## src/rtl/mcu_spi_pkg.sv

```systemverilog
// mcu_spi_pkg: shared target codes and deframer states for the MCU SPI target.
package mcu_spi_pkg;
    localparam int NUM_TGT = 4;
    typedef enum logic [1:0] {
        TGT_SYS = 2'd0,
        TGT_HID = 2'd1,
        TGT_OSD = 2'd2,
        TGT_SDC = 2'd3
    } tgt_t;
    typedef enum logic [2:0] {
        S_WAIT_IDLE,
        S_IDLE,
        S_TARGET,
        S_CMD,
        S_DATA,
        S_DISCARD
    } state_t;
endpackage

```

## src/rtl/mcu_spi_target_if.sv

```systemverilog
// mcu_spi_target_if: SPI pins plus the byte bus shared by the downstream control targets.
interface mcu_spi_target_if;
    logic        spi_ss;
    logic        spi_sclk;
    logic        spi_mosi;
    logic        spi_miso;
    logic [3:0]  tgt_strobe;
    logic        tgt_start;
    logic [7:0]  tgt_data;
    logic [31:0] tgt_reply;
    modport slave (
        input  spi_ss, spi_sclk, spi_mosi, tgt_reply,
        output spi_miso, tgt_strobe, tgt_start, tgt_data
    );
    modport master (
        output spi_ss, spi_sclk, spi_mosi, tgt_reply,
        input  spi_miso, tgt_strobe, tgt_start, tgt_data
    );
endinterface

```

## src/rtl/mcu_spi_target_sync_edge.sv

```systemverilog
// sync_edge: multi-flop synchronizer for an asynchronous pin with rise/fall detection.
module sync_edge #(
    parameter int STAGES = 3
) (
    input  logic clk,
    input  logic reset,
    input  logic i_d,
    output logic o_q,
    output logic o_rise,
    output logic o_fall
);
    // r_sync[STAGES-1] is the synchronized level; r_sync[STAGES] is its previous sample.
    logic [STAGES:0] r_sync;

    always_ff @(posedge clk) begin
        if (reset) r_sync <= '0;
        else r_sync <= {r_sync[STAGES-1:0], i_d};
    end

    assign o_q    = r_sync[STAGES-1];
    assign o_rise = r_sync[STAGES-1] & ~r_sync[STAGES];
    assign o_fall = ~r_sync[STAGES-1] & r_sync[STAGES];
endmodule

```

## src/rtl/mcu_spi_target.sv

```systemverilog
// mcu_spi_target: oversampled mode-0 SPI target that deframes MCU transactions into
// per-target byte strobes and shifts the selected target's reply back on MISO.
module mcu_spi_target
    import mcu_spi_pkg::*;
#(
    parameter int SYNC_STAGES = 3
) (
    input  logic              clk,
    input  logic              reset,
    mcu_spi_target_if.slave   bus,
    output logic              busy
);
    state_t               r_state, w_next;
    tgt_t                 r_sel;
    logic [2:0]           r_bit_cnt;
    logic [6:0]           r_rx_sr;
    logic [7:0]           r_tx_sr;
    logic [NUM_TGT-1:0]   r_strobe;
    logic                 r_start;
    logic [7:0]           r_data;
    logic                 r_ld;
    logic                 w_ss, w_ss_rise, w_ss_fall;
    logic                 w_sclk_rise, w_sclk_fall;
    logic                 w_mosi;
    logic                 w_unused_sclk_lvl;
    logic [1:0]           w_unused_mosi_edges;
    logic [7:0]           w_rx_byte;
    logic                 w_shift, w_byte_done, w_valid_tgt;

    sync_edge #(.STAGES(SYNC_STAGES)) u_ss (
        .clk(clk), .reset(reset), .i_d(bus.spi_ss),
        .o_q(w_ss), .o_rise(w_ss_rise), .o_fall(w_ss_fall)
    );
    sync_edge #(.STAGES(SYNC_STAGES)) u_sclk (
        .clk(clk), .reset(reset), .i_d(bus.spi_sclk),
        .o_q(w_unused_sclk_lvl), .o_rise(w_sclk_rise), .o_fall(w_sclk_fall)
    );
    sync_edge #(.STAGES(SYNC_STAGES)) u_mosi (
        .clk(clk), .reset(reset), .i_d(bus.spi_mosi),
        .o_q(w_mosi), .o_rise(w_unused_mosi_edges[0]), .o_fall(w_unused_mosi_edges[1])
    );

    assign busy        = (r_state != S_WAIT_IDLE) && (r_state != S_IDLE);
    assign w_rx_byte   = {r_rx_sr, w_mosi};
    // A high synchronized SS already blocks byte completion, so SS rising wins over the last edge.
    assign w_shift     = w_sclk_rise & ~w_ss & busy;
    assign w_byte_done = w_shift & (r_bit_cnt == 3'd7);
    assign w_valid_tgt = w_rx_byte < 8'(NUM_TGT);

    always_ff @(posedge clk) begin
        if (reset) r_state <= S_WAIT_IDLE;
        else r_state <= w_next;
    end

    always_comb begin
        w_next = r_state;
        case (r_state)
            S_WAIT_IDLE: w_next = w_ss ? S_IDLE : S_WAIT_IDLE;
            S_IDLE:      w_next = w_ss_fall ? S_TARGET : S_IDLE;
            S_TARGET:    w_next = w_byte_done ? (w_valid_tgt ? S_CMD : S_DISCARD) : S_TARGET;
            S_CMD:       w_next = w_byte_done ? S_DATA : S_CMD;
            default:     w_next = r_state;
        endcase
        if (busy && w_ss_rise) w_next = S_IDLE;
    end

    always_ff @(posedge clk) begin
        if (reset) begin
            r_sel     <= TGT_SYS;
            r_bit_cnt <= '0;
            r_rx_sr   <= '0;
            r_tx_sr   <= '0;
            r_strobe  <= '0;
            r_start   <= 1'b0;
            r_data    <= '0;
            r_ld      <= 1'b0;
        end else begin
            r_strobe <= '0;
            r_start  <= 1'b0;
            r_ld     <= |r_strobe;
            if (r_state == S_IDLE && w_ss_fall) r_bit_cnt <= '0;
            if (w_shift) begin
                r_rx_sr   <= w_rx_byte[6:0];
                r_bit_cnt <= r_bit_cnt + 3'd1;
            end
            if (w_byte_done && r_state == S_TARGET && w_valid_tgt) r_sel <= tgt_t'(w_rx_byte[1:0]);
            if (w_byte_done && (r_state == S_CMD || r_state == S_DATA)) begin
                r_strobe <= 4'b0001 << r_sel;
                r_start  <= r_state == S_CMD;
                r_data   <= w_rx_byte;
            end
            // The reply is sampled one cycle after the strobe so the target can update it first.
            if (r_state == S_IDLE) r_tx_sr <= '0;
            else if (r_ld && r_state == S_DATA) r_tx_sr <= bus.tgt_reply[{r_sel, 3'b000} +: 8];
            else if (w_sclk_fall && !w_ss && r_bit_cnt != 3'd0 && (r_state == S_CMD || r_state == S_DATA))
                r_tx_sr <= {r_tx_sr[6:0], 1'b0};
        end
    end

    assign bus.spi_miso   = r_tx_sr[7] & ~w_ss;
    assign bus.tgt_strobe = r_strobe;
    assign bus.tgt_start  = r_start;
    assign bus.tgt_data   = r_data;
endmodule

```

## src/flat_wrapper.sv

```systemverilog
// flat-port wrapper written by rule: the top's interface ports become plain ports
module mcu_spi_target_flat import mcu_spi_pkg::*;
#(
    parameter int SYNC_STAGES = 3
)
  (clk, reset, busy, bus_spi_ss, bus_spi_sclk, bus_spi_mosi, bus_tgt_reply, bus_spi_miso, bus_tgt_strobe, bus_tgt_start, bus_tgt_data);
  mcu_spi_target_if bus_i ();
  input  logic clk;
  input  logic reset;
  output logic busy;
  input wire logic [$bits(bus_i.spi_ss)-1:0] bus_spi_ss;
  input wire logic [$bits(bus_i.spi_sclk)-1:0] bus_spi_sclk;
  input wire logic [$bits(bus_i.spi_mosi)-1:0] bus_spi_mosi;
  input wire logic [$bits(bus_i.tgt_reply)-1:0] bus_tgt_reply;
  output wire logic [$bits(bus_i.spi_miso)-1:0] bus_spi_miso;
  output wire logic [$bits(bus_i.tgt_strobe)-1:0] bus_tgt_strobe;
  output wire logic [$bits(bus_i.tgt_start)-1:0] bus_tgt_start;
  output wire logic [$bits(bus_i.tgt_data)-1:0] bus_tgt_data;
  assign bus_i.spi_ss = bus_spi_ss;
  assign bus_i.spi_sclk = bus_spi_sclk;
  assign bus_i.spi_mosi = bus_spi_mosi;
  assign bus_i.tgt_reply = bus_tgt_reply;
  assign bus_spi_miso = bus_i.spi_miso;
  assign bus_tgt_strobe = bus_i.tgt_strobe;
  assign bus_tgt_start = bus_i.tgt_start;
  assign bus_tgt_data = bus_i.tgt_data;
  mcu_spi_target #(.SYNC_STAGES(SYNC_STAGES)) u_core (.clk(clk), .reset(reset), .bus(bus_i), .busy(busy));
endmodule
```

## config.mk

```make
export PLATFORM = sky130hd
export DESIGN_NAME = mcu_spi_target_flat
export DESIGN_NICKNAME = d
export VERILOG_FILES = /design/src/rtl/mcu_spi_pkg.sv /design/src/rtl/mcu_spi_target_if.sv /design/src/rtl/mcu_spi_target_sync_edge.sv /design/src/rtl/mcu_spi_target.sv /design/src/flat_wrapper.sv
export SDC_FILE = /design/constraint.sdc
export NUM_CORES = 1
export LEC_CHECK = 0
export CORE_UTILIZATION = 30
export CTS_CLUSTER_SIZE = 24
export DETAILED_ROUTE_END_ITERATION = 7
export GPL_TIMING_DRIVEN = 0
export PLACE_DENSITY_LB_ADDON = 0.2
export SYNTH_ARGS = -nofsm -noshare
export SYNTH_HDL_FRONTEND = slang
export SYNTH_HIERARCHICAL = 1
export SYNTH_SLANG_ARGS = --single-unit
```

## constraint.sdc

```tcl
create_clock -name clk -period 1.79 [get_ports clk]
set_input_delay 0.358 -clock clk [delete_from_list [all_inputs] [get_ports clk]]
set_output_delay 0.358 -clock clk [all_outputs]
set_load 0.01 [all_outputs]
```

## Word level (Yosys, flattened, before mapping)

Cells that the tools add are included.

- Output and inout port bits: 15
- Register bits after elaboration: 48
- Logic and storage cells: 70
- Bits of input ports: 37

- Equal/unequal tests: 6
- Reductions and logical operators: 23
- Mux-type cells: 11
- $add $sub $neg: 1
- Bitwise logic cells: 13
- Shifts and indexed selects: 2
- Magnitude comparators: 1

Operator list:

| operator | count |
|---|---|
| $shiftx 32x6->8 | 1 |
| $mux 8 | 2 |
| $mux 3 | 5 |
| $pmux 3 s4 | 1 |
| $logic_and 1x1->1 | 10 |
| $and 1x1->1 | 8 |
| $lt 8x3->1 const B | 1 |
| $eq 3x2->1 const B | 2 |
| $eq 3x3->1 const B | 2 |
| $reduce_bool 3->1 | 2 |
| $reduce_or 2->1 | 3 |
| $not 1->1 | 5 |
| $reduce_bool 5->1 | 1 |
| $reduce_bool 2->1 | 2 |
| $reduce_bool 4->1 | 1 |
| $reduce_or 4->1 | 1 |
| $shl 1x2->4 const A | 1 |
| $add 3x1->3 const B | 1 |
| $eq 3x1->1 const B | 1 |
| $logic_not 3->1 | 1 |
| $ne 3x1->1 const B | 1 |
| $mux 1 | 2 |
| $mux 2 | 1 |
| $logic_not 1->1 | 1 |
| $logic_or 1x1->1 | 1 |

## Longest topological paths before layout

Gate-level depths: netlist of run 1.

- Word-level depth: 8
- Gate-level depth with buffers: 7
- Mapped depth without buffers: 6

## Cells and area by module

Netlist of run 1, hierarchy kept.

Modules (own cells, without submodules):

| module | cells each | seq. area each (um^2) | area each (um^2) | instances |
|---|---|---|---|---|
| mcu_spi_target | 171 | 740.7 | 1754.2 | 1 |
| sync_edge | 10 | 80.1 | 117.6 | 3 |

## Least setup slack after synthesis of run 1

No wires, ideal clock.

- Path kind: reg-to-reg
- Start point: register u_core.r_state[1]
- End point: register u_core.r_tx_sr[1]
- Data arrival time: 1.774 ns
- Period minus slack after synthesis: 1.912 ns
- Setup time: 0.137 ns
- Stages on the path, launching flop included: 6
- Slack: -0.122 ns
- Required time: 1.653 ns
- Buffers on the path: 1
- Path through: dfxtp_1 -> buf_2 -> or3b_4 -> a2111oi_4 -> mux2i_1 -> a211oi_1

- Word-level cells in the longest chain between the ends: 4
- Elaborated cells between the ends (all ways): 9
- Those cells by class: eq/ne: 3; mux: 1; reduce/logical: 5

Ends and longest elaborated chain:

| what | line | text |
|---|---|---|
| start: declaration | mcu_spi_target.sv:13 | `state_t r_state, w_next;` |
| start signal: assignment | mcu_spi_target.sv:52 | `else r_state <= w_next;` |
| $eq 3x2->1 or $eq 3x3->1 (tied branches) | mcu_spi_target.sv:95, mcu_spi_target.sv:94 |  |
| $logic_or 1x1->1 | mcu_spi_target.sv:95 | `else if (w_sclk_fall && !w_ss && r_bit_cnt != 3'd0 && (r_state == S_CMD \|\| r_state == S_DATA))` |
| $logic_and 1x1->1 | mcu_spi_target.sv:95 |  |
| $reduce_bool 2->1 (no source line) | n/a |  |
| end signal: assignment | mcu_spi_target.sv:94 | `else if (r_ld && r_state == S_DATA) r_tx_sr <= bus.tgt_reply[{r_sel, 3'b000} +: 8];` |
| end signal: assignment | mcu_spi_target.sv:96 | `r_tx_sr <= {r_tx_sr[6:0], 1'b0};` |
| end: declaration | mcu_spi_target.sv:17 | `logic [7:0] r_tx_sr;` |

Parallel ways exist; a longest one is shown, timed or not.
A chain may end at the register's enable or synchronous reset.

## Final worst setup path of run 1

- Start point: register u_core.r_state[2]
- End point: register u_core.r_tx_sr[3]

The elaborated chain is that of the path after synthesis.

==> results.md, run 1 <==
* Area grow syn2layout at 37.6%
* Syn_nets at roughly 240
* Final Hold Fails at 0
* Post-route cell area at 2850 µm²
* Met3 usage in global routing at 0.0311
* Internal power at around 0.0016 W
* CTS Root Cell: clkbuf_8
* Antenna violations before repair at 0
* Routed vias at 1619
* Worst skew pair latency at 300 ps
* # DRC at 0
* Largest net degree at the start of global routing at 15
* Final wirelength at 4450 µm
* Pins Over Slew Limit at 0
* First-pass GRT wire length at about 7300 µm
* CTS sink count at 48
* Initial DRC count at 85
* R2R cell count at 5
* Routability cong. at 0.768
* FF-to-FF End: u_core/r_tx_sr[3]
* Tmin final at roughly 1700 ps
* Clk slew on worst S/H paths at 90 ps
* Via density at 4.85
* Static leakage at 1.07 nW
* Core area at approximately 6500 µm²
* Critical Path End Type: flop
* Relative slew slack at 0.661
* Flop pwr share at 0.550
* Clock power frac at 0.384
* Period utilisation layout at 0.966
* Fin nets at 296
* Routing usage on met2 at 0.212
* Starting Density at 0.318
* CTS tree: built
* Worst setup SP type: flop
* Worst r2r src: u_core/r_state[2]
* Synthesis warning total at 6
* CTS Buf Count at 5
* R2R setup slack at 60 ps
* Tightest Pin Transition at 509 ps
* Mapped Avg Cell Area at 10.5 µm²
* Worst hold slack at about 440 ps
* Power Density at 690 nW/µm²
* DR pass1 iterations at 4
* Vias in the first global route at 1551
* WP data required at between 1500 and 2000 ps
* VDD IR-drop max at 0.341 mV
* Clk buf depth at 2
* I/O pins at 52
* Hold path startpoint: u_core/u_sclk/r_sync[0]
* Core Rows at 29
* CP Max Fanout at 9
* Commonest non-fill, non-tap cell in the layout: clkdlybuf4s50_1
* Crit Path Class: reg2reg
* Setup TNS Final at 0 ps
* Cell area after placement at 2680 µm²
* Post-synthesis cell count at 197
* Chip Width at 85.0 µm
* H-Tree Depth at 2
* Drt wl/cell at approximately 13 µm
* Setup violations, final at 0
* Status: finished clean
* Share of cells above drive strength 1 at 0.140
* Die height at about 85 µm
* Comb pwr share at 0.066
* Inst Count DP at between 300 and 400
* WP data arrival at 1900 ps
* Met1 GRT Util at 0.159
* Die Area at between 7000 and 8000 µm²
* Layout Utilization at 0.438
* HPWL Detailed at approximately 3300 µm
* RSZ-0062 raised after global routing: yes
* Ant diodes at 0
* Tot GR Track Use at 0.127
* ANT nets after route at 0
* GRT Residual Overflow at 0
* GRT busiest layer: met2
* Classification of the worst-slack hold path: reg2reg
* Clock Skew at 7.52 ps
* NetSw at 0.000383 W
* Hold Path Sink: u_core/u_sclk/r_sync[1]
* Switching share of power at 0.195
* I/O Buffers at 51
* Max-Cap Viols at 0
* Final cell count without fillers at 334
* Hold path cells at 1
* Synthesized cell area at 2070 µm²
* Fmax achieved at 578 MHz
* # hold bufs at CTS at 0
* Most frequent cells in the layout: 49 x clkdlybuf4s50_1, 43 x dfxtp_1, 29 x nor2_1
registers in the layout, indices dropped and copies added, names as in the netlist, 4 cells and up:
register / count
u_core/bus.tgt_data: 8
u_core/r_rx_sr: 7
u_core/u_ss/r_sync: 4
u_core/r_tx_sr: 8
u_core/bus.tgt_strobe: 4
u_core/u_sclk/r_sync: 4
worst max-delay path by stage:
stage | startpoint | end | slack [ps] | cells past startpoint
CTS | u_core/r_state[2] | u_core/r_tx_sr[3] | 6 | 5
finish | u_core/r_state[2] | u_core/r_tx_sr[3] | 60 | 5
global route | u_core/r_state[2] | u_core/r_tx_sr[6] | -40 | 5
global placement | reset | u_core/r_sel[0] | -510 | 4
floorplan | u_core/r_state[1] | u_core/r_tx_sr[1] | -30 | 5
detailed placement | reset | u_core/r_sel[1] | -530 | 4
what timing repair did:
action | 4_1_cts | 5_1_grt
resized for setup | 12 | 6
endpoints found under the setup margin | 32 | 15
pin swaps | 3 | 1
buffers inserted | 2 | 0
stage by stage:
step / worst slack, ps / power, W
finish: 60.8 / 0.00196
global placement: -512 / 0.00124
CTS: 5.66 / 0.00199
global route: -37.7 / 0.00204
floorplan: -29.6 / 0.00114
detailed placement: -528 / 0.00124
cell type report:
type                            count  area (µm²)
Buffer                              9        51.3
Clock buffer                        6        72.6
Clock inverter                      2        35.0
Fill cell                         646        3650
Inverter                            7        26.3
Multi-Input combinational cell    132        1050
Sequential cell                    48         970
Tap cell                           77        96.3
Timing Repair Buffer               53         539
power groups by stage:
stage          combinational, W  sequential, W  clock (W)
2_1_floorplan         0.0000395        0.00111          0
3_3_place_gp           0.000128        0.00111          0
3_5_place_dp           0.000130        0.00111          0
4_1_cts                0.000131        0.00108   0.000782
5_1_grt                0.000139        0.00108   0.000821
6_report               0.000129        0.00108   0.000754
critical path: stages, from the launching register on:
cell and delay [ps]:
dfxtp_4 390, or3b_4 400, a2111oi_4 350, buf_12 180
mux2i_1 190, a211oi_1 90
metal layers:
metal | vias up | share of wire
met5 | - | 0
li1 | 813 | -
met2 | 38 | 0.47
met4 | 0 | 0.0085
met1 | 764 | 0.46
met3 | 4 | 0.057
(Power assumes the default switching activity.)
==> run 2: changes to the inputs <==
SLEW_MARGIN = 20   (was not set)
==> results of run 2 <==
No change in the layout: final DEF, timing and power equal those of run 1.
